<file path="config.mk">
export PLATFORM = sky130hd
export DESIGN_NAME = pcap_stream_arbiter
export DESIGN_NICKNAME = d
export VERILOG_FILES = /design/src/rtl/pcap_stream_arbiter.sv
export SDC_FILE = /design/constraint.sdc
export NUM_CORES = 1
export LEC_CHECK = 0
export CORE_AREA = 2 2 679 681
export CTS_CLUSTER_DIAMETER = 30
export DETAILED_ROUTE_END_ITERATION = 6
export DIE_AREA = 0 0 681 683
export PLACE_DENSITY = 0.3
export SETUP_SLACK_MARGIN = 0.05
export SLEW_MARGIN = 30
export SYNTH_ARGS = -nofsm -noshare
export SYNTH_HDL_FRONTEND = slang
export SYNTH_SLANG_ARGS = --single-unit
</file>
<file path="constraint.sdc">
create_clock -name clk_out -period 3.2 [get_ports clk_out]
set_input_delay 0.64 -clock clk_out [delete_from_list [all_inputs] [get_ports clk_out]]
set_output_delay 0.64 -clock clk_out [all_outputs]
set_load 0.03 [all_outputs]
</file>
<file path="src/rtl/pcap_stream_arbiter.sv">
`timescale 1ns / 1ps
// pcap_stream_arbiter
//
// Packet-granular round-robin arbiter sharing one AXIS sink between NUM_PORTS
// pcap replay sources. A port is granted only at a packet boundary. It keeps
// the grant until its TLAST beat has been accepted. Every beat passes through
// a single registered output stage. The stage also reports which source
// produced the beat and keeps a count of completed packets for each port.
//
// Ports:
//   clk_out  - block clock
//   reset_n  - asynchronous active-low reset
//   s_valid  - per-port tvalid
//   s_ready  - per-port tready (only the granted port can be ready)
//   s_data   - per-port tdata, port p at [p*DATA_WIDTH +: DATA_WIDTH]
//   s_keep   - per-port tkeep, same packing as s_data
//   s_last   - per-port tlast
//   m_valid  - output tvalid
//   m_ready  - output tready
//   m_data   - output tdata
//   m_keep   - output tkeep, passed through unmodified
//   m_last   - output tlast
//   m_src    - index of the port that produced the current output beat
//   pkt_cnt  - completed packets per port (wrapping), port p at [p*CNT_WIDTH +: CNT_WIDTH]
//   busy     - high while a port holds the grant
module pcap_stream_arbiter #(
   parameter int unsigned NUM_PORTS  = 2,
   parameter int unsigned DATA_WIDTH = 512,
   parameter int unsigned KEEP_WIDTH = DATA_WIDTH / 8,
   parameter int unsigned CNT_WIDTH  = 8,
   parameter int unsigned SRC_WIDTH  = (NUM_PORTS > 1) ? $clog2(NUM_PORTS) : 1
) (
   input  logic                            clk_out,
   input  logic                            reset_n,
   input  logic [NUM_PORTS-1:0]            s_valid,
   output logic [NUM_PORTS-1:0]            s_ready,
   input  logic [NUM_PORTS*DATA_WIDTH-1:0] s_data,
   input  logic [NUM_PORTS*KEEP_WIDTH-1:0] s_keep,
   input  logic [NUM_PORTS-1:0]            s_last,
   output logic                            m_valid,
   input  logic                            m_ready,
   output logic [DATA_WIDTH-1:0]           m_data,
   output logic [KEEP_WIDTH-1:0]           m_keep,
   output logic                            m_last,
   output logic [SRC_WIDTH-1:0]            m_src,
   output logic [NUM_PORTS*CNT_WIDTH-1:0]  pkt_cnt,
   output logic                            busy
);

   typedef enum logic [0:0] {StIdle, StLock} state_e;

   state_e                 state_q, state_d;
   logic [SRC_WIDTH-1:0]   g_q, g_d;
   logic [SRC_WIDTH-1:0]   rr_q, rr_d;
   logic [CNT_WIDTH-1:0]   cnt_q [NUM_PORTS];

   logic                   out_valid_q;
   logic [DATA_WIDTH-1:0]  out_data_q;
   logic [KEEP_WIDTH-1:0]  out_keep_q;
   logic                   out_last_q;
   logic [SRC_WIDTH-1:0]   out_src_q;

   logic                   out_free;
   logic                   accept;
   logic                   sel_valid;
   logic                   sel_last;
   logic [DATA_WIDTH-1:0]  sel_data;
   logic [KEEP_WIDTH-1:0]  sel_keep;
   logic [2*NUM_PORTS-1:0] req_dbl;
   logic [NUM_PORTS-1:0]   req_rot;
   logic                   pick_found;
   logic [SRC_WIDTH-1:0]   pick_idx;

   // The output stage can take a new beat when it is empty or is being drained.
   assign out_free = !out_valid_q || m_ready;
   assign accept   = (state_q == StLock) && sel_valid && out_free;

   // Mux of the granted port's beat
   always_comb begin
      sel_valid = 1'b0;
      sel_last  = 1'b0;
      sel_data  = '0;
      sel_keep  = '0;
      for (int unsigned p = 0; p < NUM_PORTS; p++) begin
         if (g_q == SRC_WIDTH'(p)) begin
            sel_valid = s_valid[p];
            sel_last  = s_last[p];
            sel_data  = s_data[p*DATA_WIDTH +: DATA_WIDTH];
            sel_keep  = s_keep[p*KEEP_WIDTH +: KEEP_WIDTH];
         end
      end
   end

   // Rotate the request vector so that bit 0 is the port at rr. The lowest
   // set bit of the rotated vector is then the next port in round-robin order.
   always_comb begin
      req_dbl    = {s_valid, s_valid} >> rr_q;
      req_rot    = req_dbl[NUM_PORTS-1:0];
      pick_found = 1'b0;
      pick_idx   = '0;
      for (int unsigned j = 0; j < NUM_PORTS; j++) begin
         if (!pick_found && req_rot[j]) begin
            pick_found = 1'b1;
            pick_idx   = SRC_WIDTH'((32'(rr_q) + j) % NUM_PORTS);
         end
      end
   end

   // Next-state logic for the grant
   always_comb begin
      state_d = state_q;
      g_d     = g_q;
      rr_d    = rr_q;
      unique case (state_q)
         StIdle: begin
            if (pick_found) begin
               g_d     = pick_idx;
               state_d = StLock;
            end
         end
         StLock: begin
            if (accept && sel_last) begin
               state_d = StIdle;
               rr_d    = SRC_WIDTH'((32'(g_q) + 32'd1) % NUM_PORTS);
            end
         end
         default: state_d = StIdle;
      endcase
   end

   always_ff @(posedge clk_out or negedge reset_n) begin
      if (!reset_n) begin
         state_q <= StIdle;
         g_q     <= '0;
         rr_q    <= '0;
      end else begin
         state_q <= state_d;
         g_q     <= g_d;
         rr_q    <= rr_d;
      end
   end

   // Per-port packet counters, incremented when a TLAST beat is accepted
   always_ff @(posedge clk_out or negedge reset_n) begin
      if (!reset_n) begin
         for (int unsigned p = 0; p < NUM_PORTS; p++) begin
            cnt_q[p] <= '0;
         end
      end else if (accept && sel_last) begin
         for (int unsigned p = 0; p < NUM_PORTS; p++) begin
            if (g_q == SRC_WIDTH'(p)) begin
               cnt_q[p] <= cnt_q[p] + CNT_WIDTH'(1);
            end
         end
      end
   end

   // Output register. Its contents stay unchanged while it is stalled, because
   // accept is false whenever out_valid_q is high and m_ready is low.
   always_ff @(posedge clk_out or negedge reset_n) begin
      if (!reset_n) begin
         out_valid_q <= 1'b0;
         out_data_q  <= '0;
         out_keep_q  <= '0;
         out_last_q  <= 1'b0;
         out_src_q   <= '0;
      end else if (accept) begin
         out_valid_q <= 1'b1;
         out_data_q  <= sel_data;
         out_keep_q  <= sel_keep;
         out_last_q  <= sel_last;
         out_src_q   <= g_q;
      end else if (m_ready) begin
         out_valid_q <= 1'b0;
      end
   end

   // s_ready depends only on the grant and the output stage, never on s_valid.
   always_comb begin
      s_ready = '0;
      for (int unsigned p = 0; p < NUM_PORTS; p++) begin
         s_ready[p] = (state_q == StLock) && (g_q == SRC_WIDTH'(p)) && out_free;
      end
   end

   always_comb begin
      pkt_cnt = '0;
      for (int unsigned p = 0; p < NUM_PORTS; p++) begin
         pkt_cnt[p*CNT_WIDTH +: CNT_WIDTH] = cnt_q[p];
      end
   end

   assign m_valid = out_valid_q;
   assign m_data  = out_data_q;
   assign m_keep  = out_keep_q;
   assign m_last  = out_last_q;
   assign m_src   = out_src_q;
   assign busy    = (state_q == StLock);

endmodule

</file>
; ---- After elaboration in Yosys (flattened, before gate mapping)
; Index checks and enable logic that the tools add are counted.
[totals]
inputBits = 1159
reg_bits = 598
[classes]
shift = 1
bitwise_logic = 2
n_mux = 13
n_addsub = 4
n_reduce_logical = 16
[op_table]
columns = op, n
row1 = $mux 512, 1
row2 = $mux 64, 1
row3 = $add 8x1->8 const B, 2
row4 = $mux 1, 10
row5 = $logic_and 1x1->1, 8
row6 = $reduce_and 2->1, 4
row7 = $shr 4x1->2, 1
row8 = $add 1x1->1 const B, 2
row9 = $logic_not 1->1, 2
row10 = $not 1->1, 2
row11 = $pmux 1 s2, 1
row12 = $reduce_bool 2->1, 1
row13 = $logic_or 1x1->1, 1

; ---- Longest topological paths before layout
; Gate-level depths: netlist of the first run.
[logic_depth]
word_depth = 7
mapped_depth = 9
ltp_nobuf = 4

; ---- Least setup slack after synthesis of the first run
; Ideal clock, no wire load.
[synth_path]
kind = reg2out
from = register g_q
to = output s_ready[1]
path_stages_with_launch = 5
path_slack_ns = 1.204
n_path_buf = 3
arrival_ns = 1.356
path_cell_list = dfrtp_1 buf_2 buf_2 buf_1 and3_1
[synth_between]
elab_chain_len = 2
[synth_lines]
columns = element, line
row1 = "start, declared", 53  ; logic [SRC_WIDTH-1:0] g_q, g_d;
row2 = "start signal, assigned", 138  ; g_q <= g_d;
row3 = $logic_and 1x1->1 (2 in series), 182  ; s_ready[p] = (state_q == StLock) && (g_q == SRC_WIDTH'(p)) && out_free;
row4 = "end, declared", 36  ; output logic [NUM_PORTS-1:0] s_ready,
; No other way between the ends.

; ---- Worst setup path after layout of the first run
[layout_path]
from = register cnt_q (netlist bit pkt_cnt[14])
to = output pkt_cnt[14]
[layout_rtl]
columns = element, line
row1 = "start, declared", 55  ; logic [CNT_WIDTH-1:0] cnt_q [NUM_PORTS];
row2 = "start signal, assigned by index", 152  ; cnt_q[p] <= cnt_q[p] + CNT_WIDTH'(1);
row3 = "end, declared", 46  ; output logic [NUM_PORTS*CNT_WIDTH-1:0] pkt_cnt,
; No word-level cell between the ends.

==> impl_metrics.py, run 1 <==
metrics = {
    "worst_setup_path": {
        "crit_arrival_ns": 2.30,
        "end_kind": "output port",
        "cp_num_buf_inv": 1,
        "crit_type": "reg -> out",
        "crit_required_ns": 2.56,
        "r2r_slack_ns": 0.77,
        "worst_setup_path_start_kind": "register",
        "rr_worst_depth": 6,
        "critPathSlowestCell": "clkdlybuf4s50_1",
        "crit_chain": "clkdlybuf4s50_1",
        "cp_top_family": "buffers and inverters",
        "r2r_end": "pkt_cnt[14]$_DFFE_PN0P_",
        "crit_path_max_incr_delay_ns": 1.07,
        "cp_max_fo": 3,
        "worstReg2RegStart": "g_q$_DFFE_PN0P_",
    },
    "route": {
        "routed_wl_um": 320000,
        "vias": 29400,
        "drt-pass1-iter-count": 6,
        "viasPerCell": 2.70,
        "wl_per_cell_um": 29.4,
        "ant_nets": 0,
        "drc_errors": 0,
        "drt_iter0_drc": 1382,
    },
    "cts": {
        "cts_made_buffers": 230,
        "clkLatencyLatePin_ns": 0.87,
        "clockBufferDepth": 4,
        "cts_root_buf": "clkbuf_16",
        "post_cts_buffers": 0,
        "clock-sinks": 598,
        "cts_max_level": 4,
        "clk_pin_slew_ns": 0.04,
        "cts_tree": "done",
    },
    "floorplanning": {
        "rows": 249,
        "ios": 1757,
        "core_area_um2": 458000,
        "die_w_um": 681,
        "fp.dieH_um": 683,
        "design.die.area_um2": 465000,
        "initial_utilization_pct": 6.01,
    },
    "synth": {
        "synthTopCellsByCount": "598 x dfrtp_1, 590 x nand2_1, 576 x mux2i_1",
        "synth.most_common_cell": "dfrtp_1",
        "syn_area_um2": 27500,
        "yosysSeqAreaShare_pct": 54.4,
        "synthCells": 2589,
        "synth_edf_count": 0,
        "netlist.area_leader.share_pct": 54.4,
        "synth_fp_nets": 3750,
        "ys_warn_count": 0,
        "synth_cell_types": 30,
        "synth.avg_cell_area_um2": 10.6,
        "synthFlopType": "dfrtp_1",
        "synth_area_leaders": "dfrtp_1 54%, mux2i_1 21%, nand2_1 8.0%, o21ai_0 5.4%, o21ai_1 5.1%",
        "synth-async-reset-ratio_pct": 100,
        "ys_seq_elements": 598,
        "synth_top_area_cell": "dfrtp_1",
    },
    "timing": {
        "max_slew_margin_pct": 41.1,
        "min_period_ns": 2.94,
        "setup_tns_ns": 0,
        "period_share_pct": 91.9,
        "setup_ws_ns": 0.259,
        "drv_slew": 0,
        "fmax_ghz": 0.340,
        "clock_skew_ns": 0.0601,
        "final-setup-viol-count": 0,
        "rsz0062_at_grt": "false",
        "worstMarginPinSlew_ns": 0.881,
        "hold_viol_final": 0,
    },
    "final_layout": {
        "layout.nets": 5636,
        "nFillCells": 51900,
        "synthToLayoutAreaGrowth_pct": 120,
        "postLayoutCoreUtil_pct": 13.2,
        "fin_area_um2": 60400,
        "drive_gt1_share_pct": 10.6,
    },
    "grt": {
        "grt_max_degree": 105,
        "grt_pass1_vias": 30300,
        "grt_antenna_before_repair": 344,
        "grt_overflow_total": 0,
        "grt_use_total_pct": 13.2,
        "grt_pass1_wl_um": 385000,
    },
    "placed_design": {
        "place_congestion": 0.900,
        "postPlaceCellArea_um2": 52500,
        "place_ws_ns": 0.458,
        "io_buffer_count": 1756,
        "dp_hpwl_um": 285000,
    },
    "pwr": {
        "power_w": 0.0676,
        "pwr_density_cell_nw_per_um2": 1120,
        "ir_drop_uv": 559,
        "power.leakage_nw": 24.4,
    },
    "worst_hold_path": {
        "worstHoldStart": "s_data[40]",
        "hold_class": "in -> reg",
        "hold_end": "m_data[40]$_DFFE_PN0P_",
        "hold_depth": 3,
    },
    "run": {
        "drv_cap": 0,
    },
    "outcome": {
        "status": "finished, final reports clean",
    },
}
-- kinds of logic after synthesis --
kind of cell | synth area share [%]
compound gates | 10.5
xor+xnor | 0.445
fa+ha+maj | 0.0909
buf+inv | 4.84
flops | 54.4
mux | 21.1
simple gates | 8.61
-- flip-flops by register name, summed over array words and instances, names as in the netlist --
name     flops
m_data     512
m_keep      64
pkt_cnt     16
busy         1
g_q          1
m_last       1
m_src        1
m_valid      1
rr_q         1
-- per-layer routing --
| metal | share of wire [%] | wire [um] | up-vias | GRT usage [%] |
|---|---|---|---|---|
| met2 | 47 | 149000 | 1741 | 22.0 |
| li1 | - | - | 12900 | - |
| met4 | 3.6 | 11400 | 210 | 3.64 |
| met5 | 0.43 | 1370 | - | 0 |
| met3 | 13 | 42200 | 845 | 7.66 |
| met1 | 36 | 116000 | 13600 | 14.1 |
-- area by class of cell --
class | instances | area (um2) | area share (%)
repair buffers | 1849 | 18600 | 30.7
flip-flops and latches | 598 | 15000 | 24.8
multi-input cells | 1792 | 11200 | 18.6
well taps | 6149 | 7690 | 12.7
clock buffers | 351 | 6960 | 11.5
clock inverters | 68 | 808 | 1.34
diodes | 73 | 183 | 0.302
inverters | 4 | 15.0 | 0.0248
-- where the power goes --
group	internal (W)	leakage [nW]	switching (W)	total (W)
sequential	0.0113	7.37	0.00245	0.0138
combinational	0.0117	13.2	0.0201	0.0318
clock	0.0155	3.87	0.00653	0.0220
-- through the flow --
stage,hold slack [ns],instances
floorplan,0.344,2589
global placement,0.461,10400
detailed placement,0.468,10400
CTS,0.216,10800
global route,0.296,10800
finish,0.352,10900
-- worst max path at each step --
| stage | startpoint | to | slack, ns | cells after the start |
|---|---|---|---|---|
| after global routing | m_keep[61]$_DFFE_PN0P_ | m_keep[61] | 0.14 | 1 |
| final | pkt_cnt[14]$_DFFE_PN0P_ | pkt_cnt[14] | 0.26 | 1 |
| after floorplan | g_q$_DFFE_PN0P_ | s_ready[1] | 1.20 | 4 |
| after detailed placement | s_valid[0] | m_data[342]$_DFFE_PN0P_ | 0.46 | 6 |
| after CTS | m_keep[13]$_DFFE_PN0P_ | m_keep[13] | 0.11 | 1 |
| after global placement | s_valid[1] | m_data[329]$_DFFE_PN0P_ | 0.48 | 6 |
-- cell usage in the layout (no fill, tap or decap), types with 2 or more instances in the layout --
cell,netlist,routed
clkinv_8,0,2
ha_1,2,2
o21ai_0,298,298
nor2_1,5,5
and3_1,2,2
diode_2,0,73
nor4_1,2,2
nand2b_1,2,2
nand4_1,7,7
clkinv_16,0,6
xor2_1,7,7
clkdlybuf4s50_1,0,1730
buf_12,0,28
nor3_1,5,5
nand2_1,590,590
clkbuf_16,0,230
dfrtp_1,598,597
mux2i_1,576,576
clkinv_2,0,47
o21ai_1,278,278
buf_4,8,88
xnor2_1,7,7
inv_1,4,4
mux2_2,3,3
clkbuf_1,32,46
bufinv_16,0,10
inv_16,0,3
clkbuf_8,0,75
-- repair_timing --
| action | in CTS | in global routing |
|---|---|---|
| setup endpoints to repair | 1 | 0 |
| endpoints found under the hold margin | 20 | 0 |
| hold buffers | 1 | 0 |
| resized for setup | 1 | 0 |
(Power assumes the default switching activity.)
==> run 2, diff against run 1 <==
--- a/config.mk
+++ b/config.mk
@@ -11,7 +11,8 @@
 export DIE_AREA = 0 0 681 683
 export PLACE_DENSITY = 0.3
 export SETUP_SLACK_MARGIN = 0.05
-export SLEW_MARGIN = 30
+export SKIP_CTS_REPAIR_TIMING = 1
+export SLEW_MARGIN = 5
 export SYNTH_ARGS = -nofsm -noshare
 export SYNTH_HDL_FRONTEND = slang
 export SYNTH_SLANG_ARGS = --single-unit
==> impl_metrics.py, run 2 (synthesis gave the netlist of run 1 again) <==
metrics = {
    "placed_design": {
        "dp_hpwl_um": 285000,
        "io_buffer_count": 1756,
        "place_congestion": 0.900,
        "placed_cells": 10400,
    },
    "worst_setup_path": {
        "crit_required_ns": 2.56,
        "worst_setup_path_start_kind": "register",
        "crit_chain": "clkdlybuf4s50_1",
        "critPathSlowestCell": "clkdlybuf4s50_1",
        "cp_num_buf_inv": 1,
        "crit_type": "reg -> out",
        "cp_max_fo": 3,
        "end_kind": "output port",
        "r2r_end": "pkt_cnt[14]$_DFFE_PN0P_",
        "worstReg2RegStart": "g_q$_DFFE_PN0P_",
        "rr_worst_depth": 6,
        "crit_arrival_ns": 2.30,
        "crit_path_max_incr_delay_ns": 1.07,
        "cp_top_family": "buffers and inverters",
        "r2r_slack_ns": 0.78,
    },
    "timing": {
        "final-setup-viol-count": 0,
        "clock_skew_ns": 0.0599,
        "period_share_pct": 91.9,
        "setup_tns_ns": 0,
        "fmax_ghz": 0.340,
        "min_period_ns": 2.94,
        "rsz0062_at_grt": "false",
        "worstMarginPinSlew_ns": 0.881,
        "hold_viol_final": 0,
        "max_slew_margin_pct": 41.1,
        "drv_slew": 0,
    },
    "route": {
        "routed_wl_um": 320000,
        "drc_errors": 0,
        "drt_iter0_drc": 1387,
        "wl_per_cell_um": 29.4,
        "drt-pass1-iter-count": 5,
        "viasPerCell": 2.70,
        "vias": 29400,
        "ant_nets": 0,
    },
    "pwr": {
        "ir_drop_uv": 559,
        "p_comb_share_pct": 47.1,
        "power.leakage_nw": 24.4,
        "clockPowerShare_pct": 32.6,
        "seq_power_share_pct": 20.4,
        "internal_power_w": 0.0385,
        "p_sw_w": 0.0291,
        "switching_share_pct": 43.1,
        "pwr_density_cell_nw_per_um2": 1120,
    },
    "grt": {
        "grt_pass1_wl_um": 385000,
        "grt_overflow_total": 0,
        "grt_max_degree": 105,
        "grt_use_total_pct": 13.2,
        "grt_pass1_vias": 30300,
        "grt_antenna_before_repair": 344,
    },
    "floorplanning": {
        "ios": 1757,
        "fp.dieH_um": 683,
        "rows": 249,
        "design.die.area_um2": 465000,
        "die_w_um": 681,
        "core_area_um2": 458000,
        "initial_utilization_pct": 6.01,
    },
    "worst_hold_path": {
        "hold_end": "m_data[40]$_DFFE_PN0P_",
        "hold_depth": 3,
        "worstHoldStart": "s_data[40]",
        "hold_class": "in -> reg",
    },
    "final_layout": {
        "nFillCells": 51900,
        "final_cell_mix": "1730 x clkdlybuf4s50_1, 597 x dfrtp_1, 590 x nand2_1",
        "layout.nets": 5636,
        "largest_reg_flops": 512,
        "synthToLayoutAreaGrowth_pct": 120,
        "final_common_cell": "clkdlybuf4s50_1",
        "instances_no_fill": 10900,
        "drive_gt1_share_pct": 10.6,
    },
    "cts": {
        "clockBufferDepth": 4,
        "cts_root_buf": "clkbuf_16",
        "cts_tree": "done",
        "clock-sinks": 598,
        "clk_pin_slew_ns": 0.04,
        "cts_made_buffers": 230,
        "clkLatencyLatePin_ns": 0.87,
        "cts_max_level": 4,
    },
    "run": {
        "drv_cap": 0,
    },
    "outcome": {
        "status": "finished, final reports clean",
    },
}
==> run 2: cell count changes in the layout (fill, tap and decap cells not counted), sizes merged <==
| cell | previous run | this run |
|---|---|---|
| dlygate4sd2 | 1 | 0 |
| dlymetal6s2s | 0 | 1 |
==> run 2: worst max path at each step <==
stage | start | to | slack [ns] | cells after the start
after floorplan | g_q$_DFFE_PN0P_ | s_ready[1] | 1.20 | 4
after global placement | s_valid[1] | m_data[329]$_DFFE_PN0P_ | 0.48 | 6
after detailed placement | s_valid[0] | m_data[342]$_DFFE_PN0P_ | 0.46 | 6
after CTS | busy$_DFF_PN0_ | busy | 0.03 | 1
after global routing | m_keep[61]$_DFFE_PN0P_ | m_keep[61] | 0.14 | 1
final | pkt_cnt[14]$_DFFE_PN0P_ | pkt_cnt[14] | 0.26 | 1
==> run 2: power by group through the flow <==
stage	clock [W]	combinational [W]	sequential, W
finish	0.0220	0.0318	0.0138
floorplan	0	0.00938	0.0204
CTS	0.0226	0.0329	0.0138
detailed placement	0	0.0328	0.0139
global route	0.0230	0.0339	0.0143
global placement	0	0.0327	0.0138
==> run 2: metal layers <==
metal	wire length (um)	GRT usage (%)
met5	1370	0
met3	42200	7.66
met2	149000	22.0
met1	116000	14.1
met4	11400	3.64
==> run 2: per-stage QoR <==
stage                     setup WS [ns]  instance area (um2)  hold WS [ns]  power, W  utilization [%]
after floorplan                    1.20                27500         0.344    0.0298                -
after global placement            0.476                52500         0.461    0.0465             11.5
after detailed placement          0.458                52500         0.468    0.0466             11.5
after CTS                        0.0259                60300        -0.317    0.0693             13.1
after global routing              0.144                60300         0.296    0.0711             13.2
final                             0.259                60400         0.352    0.0676             13.2
==> run 2: area by class of cell <==
type	instances	area (um2)	share of cell area, %
timing repair buffer	1849	18600	30.7
inverter	4	15.0	0.0248
multi-input combinational	1792	11200	18.6
clock inverter	68	808	1.34
sequential	598	15000	24.8
antenna	73	183	0.302
clock buffer	351	6960	11.5
tap	6149	7690	12.7
